File: src/rtl/prog_loader_pkg.sv
// Shared types and defaults for the program loader.
// The optional checksum stage is enabled with PROG_LOADER_CHECKSUM_EN.
package prog_loader_pkg;
  localparam int unsigned DATA_W_DEF = 8;
  localparam int unsigned ADDR_W_DEF = 8;
  localparam logic [7:0]  NOP_OP_DEF = 8'h00;

  typedef enum logic [2:0] {
    S_IDLE,
    S_LEN,
    S_DATA,
    S_CHK,
    S_RUN,
    S_ERR
  } ldr_state_t;
endpackage

File: src/rtl/prog_loader_if.sv
// Byte-stream input and CPU fetch port of the program loader.
interface prog_loader_if #(
  parameter int unsigned DATA_W = 8,
  parameter int unsigned ADDR_W = 8
);
  logic [DATA_W-1:0] din;
  logic              din_valid;
  logic              din_ready;
  logic [ADDR_W-1:0] PC;
  logic [DATA_W-1:0] INST;

  modport master (output din, din_valid, PC, input din_ready, INST);
  modport slave  (input din, din_valid, PC, output din_ready, INST);
endinterface

File: src/rtl/prog_loader_inst_mem.sv
// Instruction memory: synchronous write, asynchronous read.
module inst_mem #(
  parameter int unsigned DATA_W = 8,
  parameter int unsigned ADDR_W = 8
) (
  input  logic              clk,
  input  logic              we,
  input  logic [ADDR_W-1:0] waddr,
  input  logic [DATA_W-1:0] wdata,
  input  logic [ADDR_W-1:0] raddr,
  output logic [DATA_W-1:0] rdata
);
  logic [DATA_W-1:0] mem [2**ADDR_W];

  always_ff @(posedge clk) begin
    if (we) mem[waddr] <= wdata;
  end

  assign rdata = mem[raddr];
endmodule

File: src/rtl/prog_loader.sv
// Loads a length-prefixed byte image into instruction memory, then serves INST for PC.
// Define PROG_LOADER_CHECKSUM_EN to require a trailing two's-complement checksum byte.
module prog_loader
  import prog_loader_pkg::*;
#(
  parameter int unsigned       DATA_W = DATA_W_DEF,
  parameter int unsigned       ADDR_W = ADDR_W_DEF,
  parameter logic [DATA_W-1:0] NOP_OP = DATA_W'(NOP_OP_DEF)
) (
  input  logic          clk,
  input  logic          CLB,
  input  logic          load_start,
  prog_loader_if.slave  bus,
  output logic          cpu_clb,
  output logic          busy,
  output logic          err
);
  localparam int unsigned LEN_W = ADDR_W + 1;

  ldr_state_t        state, state_d;
  logic [LEN_W-1:0]  len_q, len_d;
  logic [LEN_W-1:0]  wr_addr, wr_addr_d;
  logic              accept;
  logic              we;
  logic [DATA_W-1:0] rdata;
`ifdef PROG_LOADER_CHECKSUM_EN
  logic [DATA_W-1:0] sum, sum_d;
`endif

  assign busy          = (state == S_LEN) || (state == S_DATA) || (state == S_CHK);
  assign bus.din_ready = busy && !load_start;
  assign accept        = bus.din_valid && bus.din_ready;
  assign cpu_clb       = (state == S_RUN);
  assign err           = (state == S_ERR);
  assign we            = (state == S_DATA) && accept;

  always_ff @(posedge clk) begin
    if (!CLB) begin
      state   <= S_IDLE;
      len_q   <= '0;
      wr_addr <= '0;
    end else begin
      state   <= state_d;
      len_q   <= len_d;
      wr_addr <= wr_addr_d;
    end
  end

`ifdef PROG_LOADER_CHECKSUM_EN
  always_ff @(posedge clk) begin
    if (!CLB) sum <= '0;
    else      sum <= sum_d;
  end
`endif

  always_comb begin
    state_d   = state;
    len_d     = len_q;
    wr_addr_d = wr_addr;
`ifdef PROG_LOADER_CHECKSUM_EN
    sum_d     = sum;
`endif
    if (load_start) begin
      state_d   = S_LEN;
      len_d     = '0;
      wr_addr_d = '0;
`ifdef PROG_LOADER_CHECKSUM_EN
      sum_d     = '0;
`endif
    end else if (accept) begin
      case (state)
        S_LEN: begin
          // A zero length byte encodes a full 2**ADDR_W image.
          len_d   = (bus.din == '0) ? LEN_W'(2**ADDR_W) : LEN_W'(bus.din);
          state_d = S_DATA;
`ifdef PROG_LOADER_CHECKSUM_EN
          sum_d   = bus.din;
`endif
        end
        S_DATA: begin
          wr_addr_d = wr_addr + LEN_W'(1);
`ifdef PROG_LOADER_CHECKSUM_EN
          sum_d     = sum + bus.din;
          if (wr_addr + LEN_W'(1) == len_q) state_d = S_CHK;
`else
          if (wr_addr + LEN_W'(1) == len_q) state_d = S_RUN;
`endif
        end
`ifdef PROG_LOADER_CHECKSUM_EN
        S_CHK: begin
          // Valid when checksum plus running sum wraps to zero.
          state_d = (DATA_W'(bus.din + sum) == '0) ? S_RUN : S_ERR;
        end
`endif
        default: state_d = state;
      endcase
    end
  end

  inst_mem #(
    .DATA_W (DATA_W),
    .ADDR_W (ADDR_W)
  ) u_mem (
    .clk   (clk),
    .we    (we),
    .waddr (wr_addr[ADDR_W-1:0]),
    .wdata (bus.din),
    .raddr (bus.PC),
    .rdata (rdata)
  );

  assign bus.INST = ((state == S_RUN) && ({1'b0, bus.PC} < len_q)) ? rdata : NOP_OP;
endmodule

File: src/flat_wrapper.sv
// flat-port wrapper written by rule: the top's interface ports become plain ports
module prog_loader_flat import prog_loader_pkg::*;
#(
  parameter int unsigned       DATA_W = DATA_W_DEF,
  parameter int unsigned       ADDR_W = ADDR_W_DEF,
  parameter logic [DATA_W-1:0] NOP_OP = DATA_W'(NOP_OP_DEF)
)
  (clk, CLB, load_start, cpu_clb, busy, err, bus_din, bus_din_valid, bus_PC, bus_din_ready, bus_INST);
  prog_loader_if #(.DATA_W(DATA_W), .ADDR_W(ADDR_W)) bus_i ();
  input  logic clk;
  input  logic CLB;
  input  logic load_start;
  output logic cpu_clb;
  output logic busy;
  output logic err;
  input wire logic [$bits(bus_i.din)-1:0] bus_din;
  input wire logic [$bits(bus_i.din_valid)-1:0] bus_din_valid;
  input wire logic [$bits(bus_i.PC)-1:0] bus_PC;
  output wire logic [$bits(bus_i.din_ready)-1:0] bus_din_ready;
  output wire logic [$bits(bus_i.INST)-1:0] bus_INST;
  assign bus_i.din = bus_din;
  assign bus_i.din_valid = bus_din_valid;
  assign bus_i.PC = bus_PC;
  assign bus_din_ready = bus_i.din_ready;
  assign bus_INST = bus_i.INST;
  prog_loader #(.DATA_W(DATA_W), .ADDR_W(ADDR_W), .NOP_OP(NOP_OP)) u_core (.clk(clk), .CLB(CLB), .load_start(load_start), .bus(bus_i), .cpu_clb(cpu_clb), .busy(busy), .err(err));
endmodule
File: config.mk
export PLATFORM = sky130hd
export DESIGN_NAME = prog_loader_flat
export DESIGN_NICKNAME = d
export VERILOG_FILES = /design/src/rtl/prog_loader_pkg.sv /design/src/rtl/prog_loader_if.sv /design/src/rtl/prog_loader_inst_mem.sv /design/src/rtl/prog_loader.sv /design/src/flat_wrapper.sv
export SDC_FILE = /design/constraint.sdc
export NUM_CORES = 2
export LEC_CHECK = 0
export CAP_MARGIN = 20
export CORE_MARGIN = 5
export CORE_UTILIZATION = 60
export CTS_BUF_LIST = sky130_fd_sc_hd__clkbuf_16
export CTS_CLUSTER_DIAMETER = 80
export DETAILED_ROUTE_END_ITERATION = 6
export PLACE_DENSITY = 0.76
export SLEW_MARGIN = 30
export SYNTH_ARGS = -nofsm -noshare
export SYNTH_HDL_FRONTEND = slang
export SYNTH_SLANG_ARGS = --single-unit
File: constraint.sdc
create_clock -name clk -period 3.1 [get_ports clk]
set_input_delay 0.31 -clock clk [delete_from_list [all_inputs] [get_ports clk]]
set_output_delay 0.31 -clock clk [all_outputs]
set_load 0.02 [all_outputs]
==> results by stage <==
Outcome:
- The run finished, with violations left.
- The final reports fail on setup timing.

Job:
- The max-capacitance violation count is 0.

Setup path:
- In this run the register-to-register setup slack is 580 ps.
- The critical path data required time is 2790 ps.
- The type of the worst setup path is register to output pin.
- The worst register-to-register path ends at u_core.u_mem.mem[78][7]$_DFFE_PP_.
- The data arrival at the endpoint of the critical path is 3620 ps.
- The critical-path maximum fanout is 8.
- The slowest cell on the critical path is sky130_fd_sc_hd__a2111oi_4.
- Traced cell by cell, the critical path runs through inv_2 -> ha_4 -> a21o_1 -> a2111oi_4 -> o21ai_4 -> buf_6 -> a21o_4 -> a211oi_4 -> nor4b_2 -> nand4b_1 -> buf_4.
- STA classifies the critical path startpoint as a register.
- Together, buffers and inverters on the worst path number 3.
- The critical path endpoint category is an output pin.
- In this run the critical register-to-register path is launched from u_core.wr_addr[6]$_SDFFE_PP0P_.
- The number of cells traversed by the worst register-to-register path is 5.
- In this design, the stage delay of the slowest critical-path cell is 380 ps.
- The cell family contributing the most delay on the critical path is compound AO/OA/AOI/OAI gates.

Route:
- For this block, the initial DRC count from the detailed router was 7,756.
- After detailed routing, the number of vias per cell comes to 6.85.
- The detail route stage leaves a number of antenna-violating nets equal to 0.
- After detailed routing, the average wire length per cell comes to 33.5 µm.
- The final route contains 47,200 vias.
- Before antenna repair, the detailed router went through 7 iterations.
- In the routed design, unresolved DRC markers number 0.
- The total wirelength of the detailed-routed design is 231,000 µm.

Yosys:
- Of the post-synthesis cell area, the dominant cell type holds 0.756.
- Sorting the synthesized cells by area gives the leading types as sky130_fd_sc_hd__edfxtp_1 (76%), sky130_fd_sc_hd__mux4_2 (11%), sky130_fd_sc_hd__mux2i_1 (3.8%), sky130_fd_sc_hd__nor2_1 (1.5%), sky130_fd_sc_hd__a221oi_1 (1.0%).
- The total of warnings raised by yosys is 0.
- The proportion of synthesized chip area in sequential cells is 0.761.
- The net count after synthesis is 4,138.
- A synthesized cell averages 19.8 µm².
- The number of distinct library cell variants in the gate-level netlist after synthesis is 72.
- For this run, the leading register cell type out of synthesis is sky130_fd_sc_hd__edfxtp_1.
- The synthesis-stage register bit count is 2,069.
- The number of cells produced by synthesis is 4,107.
- The synthesized design spends more area on one cell type than any other, namely sky130_fd_sc_hd__edfxtp_1.
- Yosys mapped a number of flops with a built-in enable equal to 2,048.
- The post-synthesis cell area is 81,300 µm².
- In the synthesized netlist the async set-or-reset flop fraction comes to 0.

Clock tree:
- TritonCTS created 198 clock buffers.
- CTS placed an instance of sky130_fd_sc_hd__clkbuf_16 at the clock tree root.
- The CTS tree is yes.
- Buffers inserted to repair hold after CTS numbered 0.
- Clock-pin slew was measured on the worst setup and hold paths at 60 ps.
- The depth of the CTS H-tree is 4.
- The clock latency reported for the late side of the worst-skew pair is 840 ps.
- The maximum buffer depth of the clock tree is 3.
- The clock drives 2,069 sinks.

STA:
- After layout, the minimum clock period comes to 3930 ps.
- Setup repair after global routing could not meet its margin everywhere.
- The top achievable clock speed is 254 MHz.
- Setup violations remaining at the end of the flow were counted as 8.
- The count of pins over their slew limit came to 0.
- Clock skew on the completed layout was measured at 26.2 ps.
- In this run the tightest slew margin relative to its limit is 0.347.
- For the pin with the worst max-slew slack, the measured transition is 955 ps.
- Setup slack on the critical path of the routed design comes to -830 ps.
- The final hold violation count is 0.
- The final cycle utilization of the critical path is 1.27.

Global routing:
- The number of antenna violations at the first check in global routing is 6.
- The first global-routing pass estimated 330,000 µm of wire.
- Entering global routing, the biggest net connects 123 pins.
- The sum of overflow across all layers after global routing is 0.
- The global routing usage summed across all routing layers is 0.326.
- The number of global-route vias before repair is 46,600.

Cells and area:
- The commonest non-fill, non-tap cell in the layout is sky130_fd_sc_hd__edfxtp_1.
- The layout-stage area growth over the synthesis result is 19.0%.
- The final standard cell area without fillers is 96,800 µm².
- The share of final-layout standard cells stronger than drive strength 1 is 0.316.
- The top cell types in the final layout, fill and taps aside, are sky130_fd_sc_hd__edfxtp_1 (2,048), sky130_fd_sc_hd__buf_4 (754), sky130_fd_sc_hd__mux4_2 (381).
- The post-layout net count is 4,961.

Pwr:
- The ratio of total power to cell area is 599 nW/µm².
- The maximum resistive drop on vdd is 557 µV.
- The leakage power is 0.0327 µW.

Min path:
- The destination of the worst hold path is u_core.u_mem.mem[108][6]$_DFFE_PP_.
- The worst hold path cell count is 1.
- In this run the worst hold path is classified as input port to register.
- The startpoint identified for the worst hold timing path is bus_din[6].

Die:
- The die span in y is 378 µm.
- Measured along the x axis, the die boundary spans 378 µm.
- For this configuration, the core starts out at a cell density of 0.602.
- The boundary pin count is 32.
- The floorplan has 135 rows.
- The floorplan step defined a die boundary enclosing 143,000 µm².
- The core region is 135,000 µm².

Placement:
- The last weighted congestion value of the routability-driven placer is 0.959.
- Detailed placement ended at an HPWL of 146,000 µm.
- The count of buffers from port buffering is 31.
- Before CTS, the worst setup slack after placement is -1570 ps.
- In this run the cell area measured after placement is 90,100 µm².
[sequential cells by signal, summed over array words and instances (netlist names)]
register / count
u_core.len_q: 9
u_core.state: 3
u_core.u_mem.mem: 2048
u_core.wr_addr: 9
[routing by layer]
metal	up-vias	routed length, µm	global-route usage
met2	3837	107000	0.500
met1	23900	79600	0.439
met5	-	49	0
met3	765	29700	0.0880
met4	8	14500	0.168
li1	18600	-	-
[report_power, final]
group          switching [µW]  internal [µW]  leakage [µW]
clock                   10300          13500       0.00328
sequential               2.52          30700        0.0186
combinational            2120           1400        0.0108
total                   12400          45600        0.0327
[what timing repair did]
item,CTS,global route
resized for setup,111,2
setup buffers,4,0
endpoints found under the setup margin,8,9
gates cloned,0,0
pin swaps,21,4
[cells by family (layout without fill, tap and decap cells)]
family | count (synthesis) | count (layout) | synth area share
adder cells (fa/ha/maj) | 11 | 11 | 0.00169
other | 0 | 5 | 0
multiplexers | 696 | 696 | 0.144
buffers and inverters | 274 | 1266 | 0.0185
flip-flops | 2069 | 2069 | 0.761
AO/OA/AOI/OAI | 463 | 463 | 0.0413
AND/OR/NAND/NOR | 576 | 576 | 0.0309
XOR/XNOR | 18 | 18 | 0.00194
[cells in the mapped netlist, types with 20 or more instances]
| master | n |
|---|---|
| sky130_fd_sc_hd__buf_1 | 22 |
| sky130_fd_sc_hd__mux4_2 | 381 |
| sky130_fd_sc_hd__mux2i_1 | 308 |
| sky130_fd_sc_hd__a211oi_1 | 20 |
| sky130_fd_sc_hd__a22oi_1 | 72 |
| sky130_fd_sc_hd__nand3_1 | 53 |
| sky130_fd_sc_hd__nor2_1 | 323 |
| sky130_fd_sc_hd__nor3_1 | 31 |
| sky130_fd_sc_hd__a21oi_1 | 83 |
| sky130_fd_sc_hd__dfxtp_1 | 21 |
| sky130_fd_sc_hd__o21ai_0 | 55 |
| sky130_fd_sc_hd__buf_6 | 36 |
| sky130_fd_sc_hd__a221oi_1 | 97 |
| sky130_fd_sc_hd__buf_2 | 47 |
| sky130_fd_sc_hd__clkbuf_1 | 122 |
| sky130_fd_sc_hd__edfxtp_1 | 2048 |
| sky130_fd_sc_hd__buf_4 | 25 |
| sky130_fd_sc_hd__nand2_1 | 81 |
| sky130_fd_sc_hd__a221o_1 | 24 |
[final cells by class]
type,instances,area [µm²]
Antenna cell,5,12.5
Clock buffer,204,5100
Clock inverter,165,1290
Fill cell,7673,38300
Inverter,18,71.3
Multi-Input combinational cell,1764,18300
Sequential cell,2069,61900
Tap cell,1781,2230
Timing Repair Buffer,879,7890
[worst max path at each step]
| stage | slack (ps) | endpoint | cells past startpoint | from |
|---|---|---|---|---|
| after floorplan | 230 | bus_INST[4] | 11 | bus_PC[0] |
| after global placement | -1540 | bus_INST[4] | 11 | bus_PC[5] |
| after detailed placement | -1570 | bus_INST[4] | 11 | bus_PC[5] |
| after CTS | -790 | bus_INST[4] | 12 | u_core.len_q[5]$_SDFFE_PP0P_ |
| after global routing | -880 | bus_INST[4] | 12 | u_core.len_q[5]$_SDFFE_PP0P_ |
| final | -830 | bus_INST[4] | 11 | u_core.len_q[5]$_SDFFE_PP0P_ |
[through the flow]
stage                     setup TNS (ps)  power (µW)  std cells  hold WS (ps)   util
after global routing               -6460       59500       6880          81.4  0.716
final                              -5880       58000       6885          79.4  0.717
after detailed placement          -11070       34700       6508           518  0.667
after global placement            -10860       34600       6508           511  0.667
after floorplan                        0       32800       4107           409      -
after CTS                          -5520       58100       6880          30.1  0.716
Power figures use the tool's default switching activity.
